[config.mk]
export PLATFORM = sky130hd
export DESIGN_NAME = econet_tx_ctrl_flat
export DESIGN_NICKNAME = d
export VERILOG_FILES = /design/src/rtl/econet_tx_ctrl_if.sv /design/src/rtl/econet_tx_ctrl.sv /design/src/flat_wrapper.sv
export SDC_FILE = /design/constraint.sdc
export NUM_CORES = 2
export LEC_CHECK = 0
export CAP_MARGIN = 10
export CORE_AREA = 8 8 422 424
export CTS_CLUSTER_DIAMETER = 80
export DETAILED_ROUTE_END_ITERATION = 10
export DIE_AREA = 0 0 430 432
export GPL_TIMING_DRIVEN = 1
export SLEW_MARGIN = 0
export SYNTH_ARGS = -nofsm -noshare
export SYNTH_HDL_FRONTEND = slang
export SYNTH_SLANG_ARGS = --single-unit
[constraint.sdc]
create_clock -name econet_clk -period 6.3 [get_ports econet_clk]
set_input_delay 0.63 -clock econet_clk [delete_from_list [all_inputs] [get_ports econet_clk]]
set_output_delay 0.63 -clock econet_clk [all_outputs]
set_load 0.02 [all_outputs]
[src/rtl/econet_tx_ctrl_if.sv]
// Host buffer/command port and tx PHY handshake bundled for econet_tx_ctrl.
// The slave modport is the controller's view; master is the host/PHY side.
interface econet_tx_ctrl_if #(
  parameter int unsigned ADDR_W = 8
);
  logic              buf_we;
  logic [ADDR_W-1:0] buf_addr;
  logic [7:0]        buf_wdata;
  logic [ADDR_W:0]   tx_len;
  logic              tx_go;
  logic              tx_abort;
  logic              line_idle;
  logic              busy;
  logic              done;
  logic [1:0]        tx_status;
  logic [7:0]        tx_byte;
  logic              start_frame;
  logic              end_frame;
  logic              request_byte;
  logic              transmitting;

  modport slave (
    input  buf_we, buf_addr, buf_wdata, tx_len, tx_go, tx_abort, line_idle,
    input  request_byte, transmitting,
    output busy, done, tx_status, tx_byte, start_frame, end_frame
  );

  modport master (
    output buf_we, buf_addr, buf_wdata, tx_len, tx_go, tx_abort, line_idle,
    output request_byte, transmitting,
    input  busy, done, tx_status, tx_byte, start_frame, end_frame
  );
endinterface

[src/rtl/econet_tx_ctrl.sv]
// Econet transmit frame sequencer: buffers one frame, defers for an idle line,
// then feeds the tx PHY one byte per request and reports completion status.
module econet_tx_ctrl #(
  parameter int unsigned ADDR_W   = 8,
  parameter int unsigned IDLE_GAP = 16,
  parameter int unsigned TIMEOUT  = 65535
) (
  input  logic              econet_clk,
  input  logic              reset,
  econet_tx_ctrl_if.slave   bus
);

  localparam int unsigned Depth  = 1 << ADDR_W;
  localparam logic [15:0] GapMax = 16'(IDLE_GAP);
  localparam logic [15:0] TmoMax = 16'(TIMEOUT);

  typedef enum logic [2:0] {StIdle, StDefer, StStart, StSend, StDrain} state_e;

  state_e          state_q, state_d;
  logic [ADDR_W:0] len_q, len_d;
  logic [ADDR_W:0] ptr_q, ptr_d;
  logic [15:0]     gap_q, gap_d;
  logic [15:0]     tmo_q, tmo_d;
  logic            req_q;
  logic            abort_q, abort_d;
  logic            done_q, done_d;
  logic [1:0]      status_q, status_d;
  logic [7:0]      tx_byte_q, tx_byte_d;
  logic            start_q, start_d;
  logic            end_q, end_d;
  logic            consumed;
  logic            len_bad;

  logic [7:0] mem_q [Depth];

  always_ff @(posedge econet_clk) begin
    if (bus.buf_we && (state_q == StIdle)) begin
      mem_q[bus.buf_addr] <= bus.buf_wdata;
    end
  end

  // The PHY may stretch a request over stuff cycles; act only once it drops.
  assign consumed = req_q & ~bus.request_byte;
  assign len_bad  = (bus.tx_len == '0) ||
                    (bus.tx_len[ADDR_W] && (bus.tx_len[ADDR_W-1:0] != '0));

  always_comb begin
    state_d   = state_q;
    len_d     = len_q;
    ptr_d     = ptr_q;
    gap_d     = gap_q;
    tmo_d     = tmo_q;
    abort_d   = abort_q;
    done_d    = 1'b0;
    status_d  = status_q;
    start_d   = 1'b0;
    end_d     = end_q;
    tx_byte_d = tx_byte_q;

    if (state_q != StIdle) begin
      tx_byte_d = mem_q[ptr_q[ADDR_W-1:0]];
    end

    unique case (state_q)
      StIdle: begin
        if (bus.tx_go) begin
          if (len_bad) begin
            done_d   = 1'b1;
            status_d = 2'b11;
          end else begin
            len_d   = bus.tx_len;
            ptr_d   = '0;
            gap_d   = '0;
            tmo_d   = '0;
            abort_d = 1'b0;
            end_d   = 1'b0;
            state_d = StDefer;
          end
        end
      end
      StDefer: begin
        gap_d = bus.line_idle ? (gap_q + 16'd1) : 16'd0;
        tmo_d = tmo_q + 16'd1;
        if (bus.tx_abort) begin
          done_d   = 1'b1;
          status_d = 2'b10;
          state_d  = StIdle;
        end else if (tmo_d == TmoMax) begin
          done_d   = 1'b1;
          status_d = 2'b01;
          state_d  = StIdle;
        end else if (gap_d == GapMax) begin
          start_d = 1'b1;
          state_d = StStart;
        end
      end
      StStart: begin
        if (bus.tx_abort) begin
          abort_d = 1'b1;
        end
        state_d = StSend;
      end
      StSend: begin
        if (bus.tx_abort) begin
          abort_d = 1'b1;
        end
        if (consumed) begin
          if (end_q) begin
            state_d = StDrain;
          end else if (ptr_q < len_q) begin
            ptr_d = ptr_q + 1'b1;
          end
        end
        // end_frame only moves while no request is outstanding.
        if (state_d == StDrain) begin
          end_d = 1'b0;
        end else if (!bus.request_byte) begin
          end_d = (ptr_d == len_q) || abort_d;
        end
      end
      StDrain: begin
        if (!bus.transmitting) begin
          done_d   = 1'b1;
          status_d = abort_q ? 2'b10 : 2'b00;
          state_d  = StIdle;
        end
      end
      default: state_d = StIdle;
    endcase
  end

  always_ff @(posedge econet_clk or posedge reset) begin
    if (reset) begin
      state_q   <= StIdle;
      len_q     <= '0;
      ptr_q     <= '0;
      gap_q     <= '0;
      tmo_q     <= '0;
      req_q     <= 1'b0;
      abort_q   <= 1'b0;
      done_q    <= 1'b0;
      status_q  <= 2'b00;
      tx_byte_q <= 8'h00;
      start_q   <= 1'b0;
      end_q     <= 1'b0;
    end else begin
      state_q   <= state_d;
      len_q     <= len_d;
      ptr_q     <= ptr_d;
      gap_q     <= gap_d;
      tmo_q     <= tmo_d;
      req_q     <= bus.request_byte;
      abort_q   <= abort_d;
      done_q    <= done_d;
      status_q  <= status_d;
      tx_byte_q <= tx_byte_d;
      start_q   <= start_d;
      end_q     <= end_d;
    end
  end

  assign bus.busy        = (state_q != StIdle);
  assign bus.done        = done_q;
  assign bus.tx_status   = status_q;
  assign bus.tx_byte     = tx_byte_q;
  assign bus.start_frame = start_q;
  assign bus.end_frame   = end_q;

endmodule

[src/flat_wrapper.sv]
// flat-port wrapper written by rule: the top's interface ports become plain ports
module econet_tx_ctrl_flat 
#(
  parameter int unsigned ADDR_W   = 8,
  parameter int unsigned IDLE_GAP = 16,
  parameter int unsigned TIMEOUT  = 65535
)
  (econet_clk, reset, bus_buf_we, bus_buf_addr, bus_buf_wdata, bus_tx_len, bus_tx_go, bus_tx_abort, bus_line_idle, bus_request_byte, bus_transmitting, bus_busy, bus_done, bus_tx_status, bus_tx_byte, bus_start_frame, bus_end_frame);
  econet_tx_ctrl_if #(.ADDR_W(ADDR_W)) bus_i ();
  input  logic econet_clk;
  input  logic reset;
  input wire logic [$bits(bus_i.buf_we)-1:0] bus_buf_we;
  input wire logic [$bits(bus_i.buf_addr)-1:0] bus_buf_addr;
  input wire logic [$bits(bus_i.buf_wdata)-1:0] bus_buf_wdata;
  input wire logic [$bits(bus_i.tx_len)-1:0] bus_tx_len;
  input wire logic [$bits(bus_i.tx_go)-1:0] bus_tx_go;
  input wire logic [$bits(bus_i.tx_abort)-1:0] bus_tx_abort;
  input wire logic [$bits(bus_i.line_idle)-1:0] bus_line_idle;
  input wire logic [$bits(bus_i.request_byte)-1:0] bus_request_byte;
  input wire logic [$bits(bus_i.transmitting)-1:0] bus_transmitting;
  output wire logic [$bits(bus_i.busy)-1:0] bus_busy;
  output wire logic [$bits(bus_i.done)-1:0] bus_done;
  output wire logic [$bits(bus_i.tx_status)-1:0] bus_tx_status;
  output wire logic [$bits(bus_i.tx_byte)-1:0] bus_tx_byte;
  output wire logic [$bits(bus_i.start_frame)-1:0] bus_start_frame;
  output wire logic [$bits(bus_i.end_frame)-1:0] bus_end_frame;
  assign bus_i.buf_we = bus_buf_we;
  assign bus_i.buf_addr = bus_buf_addr;
  assign bus_i.buf_wdata = bus_buf_wdata;
  assign bus_i.tx_len = bus_tx_len;
  assign bus_i.tx_go = bus_tx_go;
  assign bus_i.tx_abort = bus_tx_abort;
  assign bus_i.line_idle = bus_line_idle;
  assign bus_i.request_byte = bus_request_byte;
  assign bus_i.transmitting = bus_transmitting;
  assign bus_busy = bus_i.busy;
  assign bus_done = bus_i.done;
  assign bus_tx_status = bus_i.tx_status;
  assign bus_tx_byte = bus_i.tx_byte;
  assign bus_start_frame = bus_i.start_frame;
  assign bus_end_frame = bus_i.end_frame;
  econet_tx_ctrl #(.ADDR_W(ADDR_W), .IDLE_GAP(IDLE_GAP), .TIMEOUT(TIMEOUT)) u_core (.econet_clk(econet_clk), .reset(reset), .bus(bus_i));
endmodule
# Yosys cells after proc, flatten, opt, wreduce, memory -nomap -nowiden
# Memories as Yosys holds them, arrays and structs flattened. A register that Yosys moved wholly into a read port is not among the register bits.
# Index checks and enable logic that the tools add are counted.
[op_classes]
reduce_logical = 19
addsub = 3
muxes = 49
magnitude_cmp = 1
n_eq_ne = 15
bitwise = 3
[op_table]
columns = ["operator", "count"]
rows = [
  ["one-hot mux 16 bit (2 select lines)", 2],
  ["2-to-1 mux 9 bit", 6],
  ["2-to-1 mux 16 bit", 3],
  ["adder 16 x 1 -> 16 bit, second input constant", 2],
  ["2-to-1 mux 3 bit", 9],
  ["one-hot mux 9 bit (2 select lines)", 1],
  ["2-to-1 mux 1 bit", 17],
  ["== test 16 bit, second input constant", 1],
  ["== test 16 x 5 -> 1 bit, second input constant", 1],
  ["one-hot mux 3 bit (5 select lines)", 1],
  ["2-to-1 mux 2 bit", 6],
  ["AND reduction 3 bit", 4],
  ["adder 9 x 1 -> 9 bit, second input constant", 1],
  ["== test 9 bit", 1],
  ["logical NOT 9 bit", 1],
  ["less-than comparator 9 bit", 1],
  ["nonzero test 3 bit", 3],
  ["AND reduction 4 bit", 2],
  ["nonzero test 8 bit", 1],
  ["== test 3 x 2 -> 1 bit, second input constant", 2],
  ["== test 3 bit, second input constant", 2],
  ["inequality test 2 bit, second input constant", 3],
  ["inequality test 3 x 2 -> 1 bit, second input constant", 2],
  ["one-hot mux 1 bit (3 select lines)", 2],
  ["other kinds (12)", 16],
]
[word_totals]
elab_cells = 102
ramBits = 2048
regBits = 60
memories = 1
in_bits = 33
[memory_table]
columns = ["name", "words", "word_bits", "rd", "rd_ports_with_merged_regs", "wr", "line_no", "rtl"]
rows = [
  ["u_core.mem_q", 256, 8, 1, 1, 1, "econet_tx_ctrl.sv:34", "logic [7:0] mem_q [Depth];"],
]

# Longest topological paths before layout
[depth]
depth_word = 10
mapped_depth = 13

# Least setup slack after synthesis
# OpenSTA, ideal clock, no wires.
[synth_path]
kind = "flip-flop to flip-flop"
startpoint = "register u_core.state_q[0]"
endpoint = "memory u_core.mem_q[221][0] (enable)"
path_stages_with_launch = 8
period_less_slack_ns = 2.835
arrival_time_ns = 2.465
slack_ns = 3.465
path_buffers = 2
path_cell_list = "dfrtp_1 -> clkbuf_1 -> nor3_1 -> nand2_1 -> nor3b_1 -> nand3_1 -> clkbuf_1 -> nor2_1"
[synth_via]
elab_chain_cells = 4
[synth_lines]
columns = ["item", "line_no", "rtl"]
rows = [
  ["start: declaration", "econet_tx_ctrl.sv:19", "state_e state_q, state_d;"],
  ["start signal: assignment", "econet_tx_ctrl.sv:134", "state_q <= StIdle;"],
  ["start signal: assignment", "econet_tx_ctrl.sv:147", "state_q <= state_d;"],
  ["logical NOT 3 bit", "econet_tx_ctrl.sv:37", "if (bus.buf_we && (state_q == StIdle)) begin"],
  ["logical AND 1 bit", "econet_tx_ctrl.sv:37", ""],
  ["2-to-1 mux 1 bit", "econet_tx_ctrl.sv:37", ""],
  ["2-to-1 mux 1 bit (implied by the code)", "econet_tx_ctrl.sv:38", "mem_q[bus.buf_addr] <= bus.buf_wdata;"],
  ["end: declaration", "econet_tx_ctrl.sv:34", ""],
]
# Every way passes these cells.

# Worst setup path in the final report
[layout_path]
startpoint = "register u_core.state_q[0]"
endpoint = "memory u_core.mem_q[76][5] (enable)"
# The elaborated chain is that of the path after synthesis.

==> impl_summary.md <==
Outcome
The flow ran to the end, and the final reports show no timing, DRC or antenna violations.

Power and ir drop
The internal power is between 20 and 25 mW. The power per cell area is about 310 mW/mm^2. Net switching is 20.5% of the power. The power share of the clock group is between 40 and 50%. The switching power is 5.90 mW. The maximum vdd ir drop is 0.000276 V. Combinational logic is responsible for 2.0% of the overall power. The share of total power in sequential cells is 54.1%. The analysis attributes to cell leakage a power of 27.9 nW.

Timing
The final count of pins violating max slew is 0. The worst-case headroom to the max-slew limit is between 10% and 20%. Setup violations remaining at the end of the flow were counted as 0. Counting I/O delays and the setup requirement, the final critical path takes 4.37 ns. The final-layout setup total negative slack is 0 ns.

The number of hold violations in the final report came to 0. The clock arrives with between 0.05 and 0.06 ns of skew. Setup repair after global routing left no endpoint under its margin. The highest clock rate is roughly 230 MHz. For the pin with the worst max-slew slack, the measured transition is between 1 and 1.5 ns. The final worst-path cycle share is 69.4%.

Run
Across the run, the number of max-cap violations was 0.

Global route
The largest net degree at the start of global routing is roughly 200. The wire length of the first global-routing pass is between 300 and 400 mm. The total overflow reported by the global router is 0. The via count of the first global-routing pass was roughly 41000. The initial antenna violation count is 9.

The global routing usage summed across all routing layers is a little under a quarter.

Cells and area
The number of filler instances in the final layout is 12800. The top cell types in the final layout, fill and taps aside, are 2048 x sky130_fd_sc_hd__edfxtp_1, 592 x sky130_fd_sc_hd__mux4_2, 324 x sky130_fd_sc_hd__nor2_1, 215 x sky130_fd_sc_hd__clkbuf_16, 91 x sky130_fd_sc_hd__nand2_1. The synthesis-to-layout area growth is 12.2%.

The utilization after layout is between 50% and 60%. In the final design database the tool counted 4113 nets. Of the cells placed in the final design, the portion with a size suffix greater than 1 is 24.5%.

Across the whole layout, storage elements account for 0.0632 mm^2. The library cell used most frequently in the layout, excluding fill and tap cells, is sky130_fd_sc_hd__edfxtp_1. The multi-input combinational cells in the finished layout cover a total of around 0.019 mm^2.

Placement
During placement, the flow inserted port buffers numbering between 40 and 50. The half-perimeter wire length after placement is approximately 120 mm. The final weighted congestion of routability-driven global placement is ~0.86.

Clock tree
CTS built an H-tree with a depth of 4. The number of clock buffers inserted by TritonCTS is ~210. The number of buffers added for setup after CTS is 0.

The latest clock arrival within the worst-skew pair is 0.86 ns. The CTS tree is built. In this run the clock root is driven by a sky130_fd_sc_hd__clkbuf_16. In this run, post-CTS repair resized a total of 0 instances. Hold repair after CTS inserted 0 buffers.

Clock-pin slew was measured on the worst setup and hold paths at around 0.060 ns. The number of buffers between clock root and the deepest sink is 3. The TritonCTS sink count is roughly 2100.

Yosys
The number of synthesized flops with an enable pin is roughly 2000. The most used flip-flop cell after synthesis is sky130_fd_sc_hd__edfxtp_1. The mean cell area of the mapped netlist is 21.1 um^2. For this run, asynchronously set or reset flops after synthesis account for about 3.2%. The mapped cell area is 0.0833 mm^2. In the synthesized netlist, the number of instances is between 3000 and 4000. The total of flip-flops plus latches after synthesis is ~2100. The sequential element share of the synthesized area is about three quarters. The distinct cell type count of the synthesized netlist is 70.

For this run, the number of Yosys warnings is 0. The net count after synthesis is between 3000 and 4000.

Setup path
In this run the critical register-to-register path is captured at u_core.mem_q[76][5]. The startpoint type of the worst setup path is a flip-flop. The setup slack on the worst flop-to-flop path is ~1.9 ns. The beginning of the worst register-to-register path is u_core.state_q[0].

The worst setup path is captured at a flip-flop. The most critical setup path has its startpoint at u_core.state_q[0]. The maximum fanout encountered on the critical timing path is 17. The critical path is of the flip-flop to flip-flop type. In this run the worst setup path terminates at u_core.mem_q[76][5]. STA puts the critical path data required time at ~6.8 ns. The number of cell instances on the worst register-to-register path is 6. Data on the critical path arrives at its endpoint at 4.85 ns.

Route
The detailed router's first-iteration violation count is 4595. The first-pass iteration count of the detailed router is 5. Using the TritonRoute via totals, the vias-per-cell ratio works out to 6.28. The average wire per standard cell is between 30 and 40 um. The routed layout has approximately 40000 vias. The DRC violations left is 0. The routed design has 213 mm of wire. The final antenna-violating net count is 0.

Die
After floorplanning, the core was sized to cover about 0.17 mm^2. The vertical die dimension is 432 um. After floorplanning, the core was divided into 152 placement rows. The initial utilization of the core area, before any placement, comes to between 40% and 50%. The die extent in x is 430 um. The top-level I/O count is 47. The overall die area is roughly 0.19 mm^2.

Min path
The class of the worst hold path is input pin to async pin.
-- Yosys cell counts, drive strengths merged, types with 4 or more instances --
cell type  count  area (um^2)
nor2         325         1220
nor4           9         56.3
clkbuf       106          398
o221ai         4         35.0
dfrtp         68         1700
and2          12         75.1
mux2          14          158
mux4         592        13300
o32ai          4         35.0
nand2        103          387
o21ai         83          415
edfxtp      2048        61500
buf          123          708
a221oi         5         43.8
and3          16          100
nor3          28          145
xnor2          9         78.8
o211ai         8         60.1
o31ai         14          105
a22o           8         70.1
nand3         43          215
mux2i         62          621
a31oi         15         93.8
a21oi         41          205
or3            6         37.5
a2111oi        9         97.6
nor2b         19          119
xor2           8         70.1
nor3b          5         37.5
nand2b         5         31.3
ha            12          150
o22ai         15         93.8
inv           25         93.8
nand4         22          138
a22oi         34          255
a211oi        13          108
-- kinds of logic (layout without fill, tap and decap cells) --
group | Yosys count | after routing | share of synthesized area (%)
simple gates | 610 | 610 | 3.25
other cells | 0 | 2 | 0
fa+ha+maj | 12 | 12 | 0.180
buf+inv | 254 | 545 | 1.44
xor+xnor | 17 | 17 | 0.179
compound gates | 276 | 276 | 2.18
mux | 668 | 668 | 16.9
flops | 2116 | 2116 | 75.8
-- area by class of cell --
cell class	count	area share [%]
Clock inverter	137	1.51
Inverter	25	0.102
Sequential cell	2116	67.6
Clock buffer	253	5.91
Timing Repair Buffer	130	1.53
Multi-Input combinational cell	1583	20.3
Antenna cell	2	0.00535
Tap cell	2233	2.99
-- worst max-delay path, stage by stage (launching register included) --
cell                      delay, ns
sky130_fd_sc_hd__dfrtp_1       0.48
sky130_fd_sc_hd__nor3_2        0.20
sky130_fd_sc_hd__buf_4         0.31
sky130_fd_sc_hd__nand2_1       0.15
sky130_fd_sc_hd__nor3_1        0.63
sky130_fd_sc_hd__nand3_2       1.13
sky130_fd_sc_hd__nor2_1        1.04
-- metrics by stage --
step	hold WS (ns)	std cells	setup slack (ns)	power (mW)	area, um^2
global placement	0.486	6087	2.00	16.4	86600
CTS	0.0504	6477	1.93	28.9	93500
global route	0.108	6478	1.73	29.4	93500
finish	0.0955	6479	1.93	28.7	93500
floorplan	0.451	3953	3.46	16.0	83300
detailed placement	0.508	6087	1.92	16.4	86600
-- state kept, by name, indices dropped and copies added (netlist names) --
signal / flops
u_core.mem_q: 2048
u_core.gap_q: 16
u_core.tmo_q: 16
u_core.len_q: 9
u_core.ptr_q: 9
u_core.bus.tx_byte: 8
u_core.state_q: 3
u_core.bus.tx_status: 2
u_core.abort_q: 1
u_core.bus.done: 1
u_core.bus.end_frame: 1
u_core.bus.start_frame: 1
u_core.req_q: 1
-- power groups by stage --
stage | clock network [mW] | registers (mW) | logic [mW]
after floorplan | 0 | 15.8 | 0.176
after global placement | 0 | 15.8 | 0.573
after detailed placement | 0 | 15.8 | 0.585
after CTS | 12.8 | 15.5 | 0.586
after global routing | 13.3 | 15.5 | 0.626
final | 12.6 | 15.5 | 0.576
-- worst min-delay path by stage --
| stage | depth (start not counted) | slack (ns) | start | end |
|---|---|---|---|---|
| 2_1_floorplan | 1 | 0.45 | u_core.tmo_q[15] | u_core.tmo_q[15] |
| 3_3_place_gp | 1 | 0.49 | u_core.tmo_q[15] | u_core.tmo_q[15] |
| 3_5_place_dp | 1 | 0.51 | u_core.tmo_q[15] | u_core.tmo_q[15] |
| 4_1_cts | 2 | 0.05 | reset | u_core.gap_q[12] |
| 5_1_grt | 2 | 0.11 | reset | u_core.tmo_q[9] |
| 6_report | 2 | 0.1 | reset | u_core.gap_q[6] |
-- per-layer routing --
layer  part of all wire, %  global-route usage, %  vias up
met5                     0                      0        -
met4                   2.9                   6.33        0
met3                   8.2                   4.29      323
met2                    47                   35.3     1844
met1                    42                   33.1    21700
li1                      -                      -    16800
Note: power is estimated with default switching activity, not from simulation.
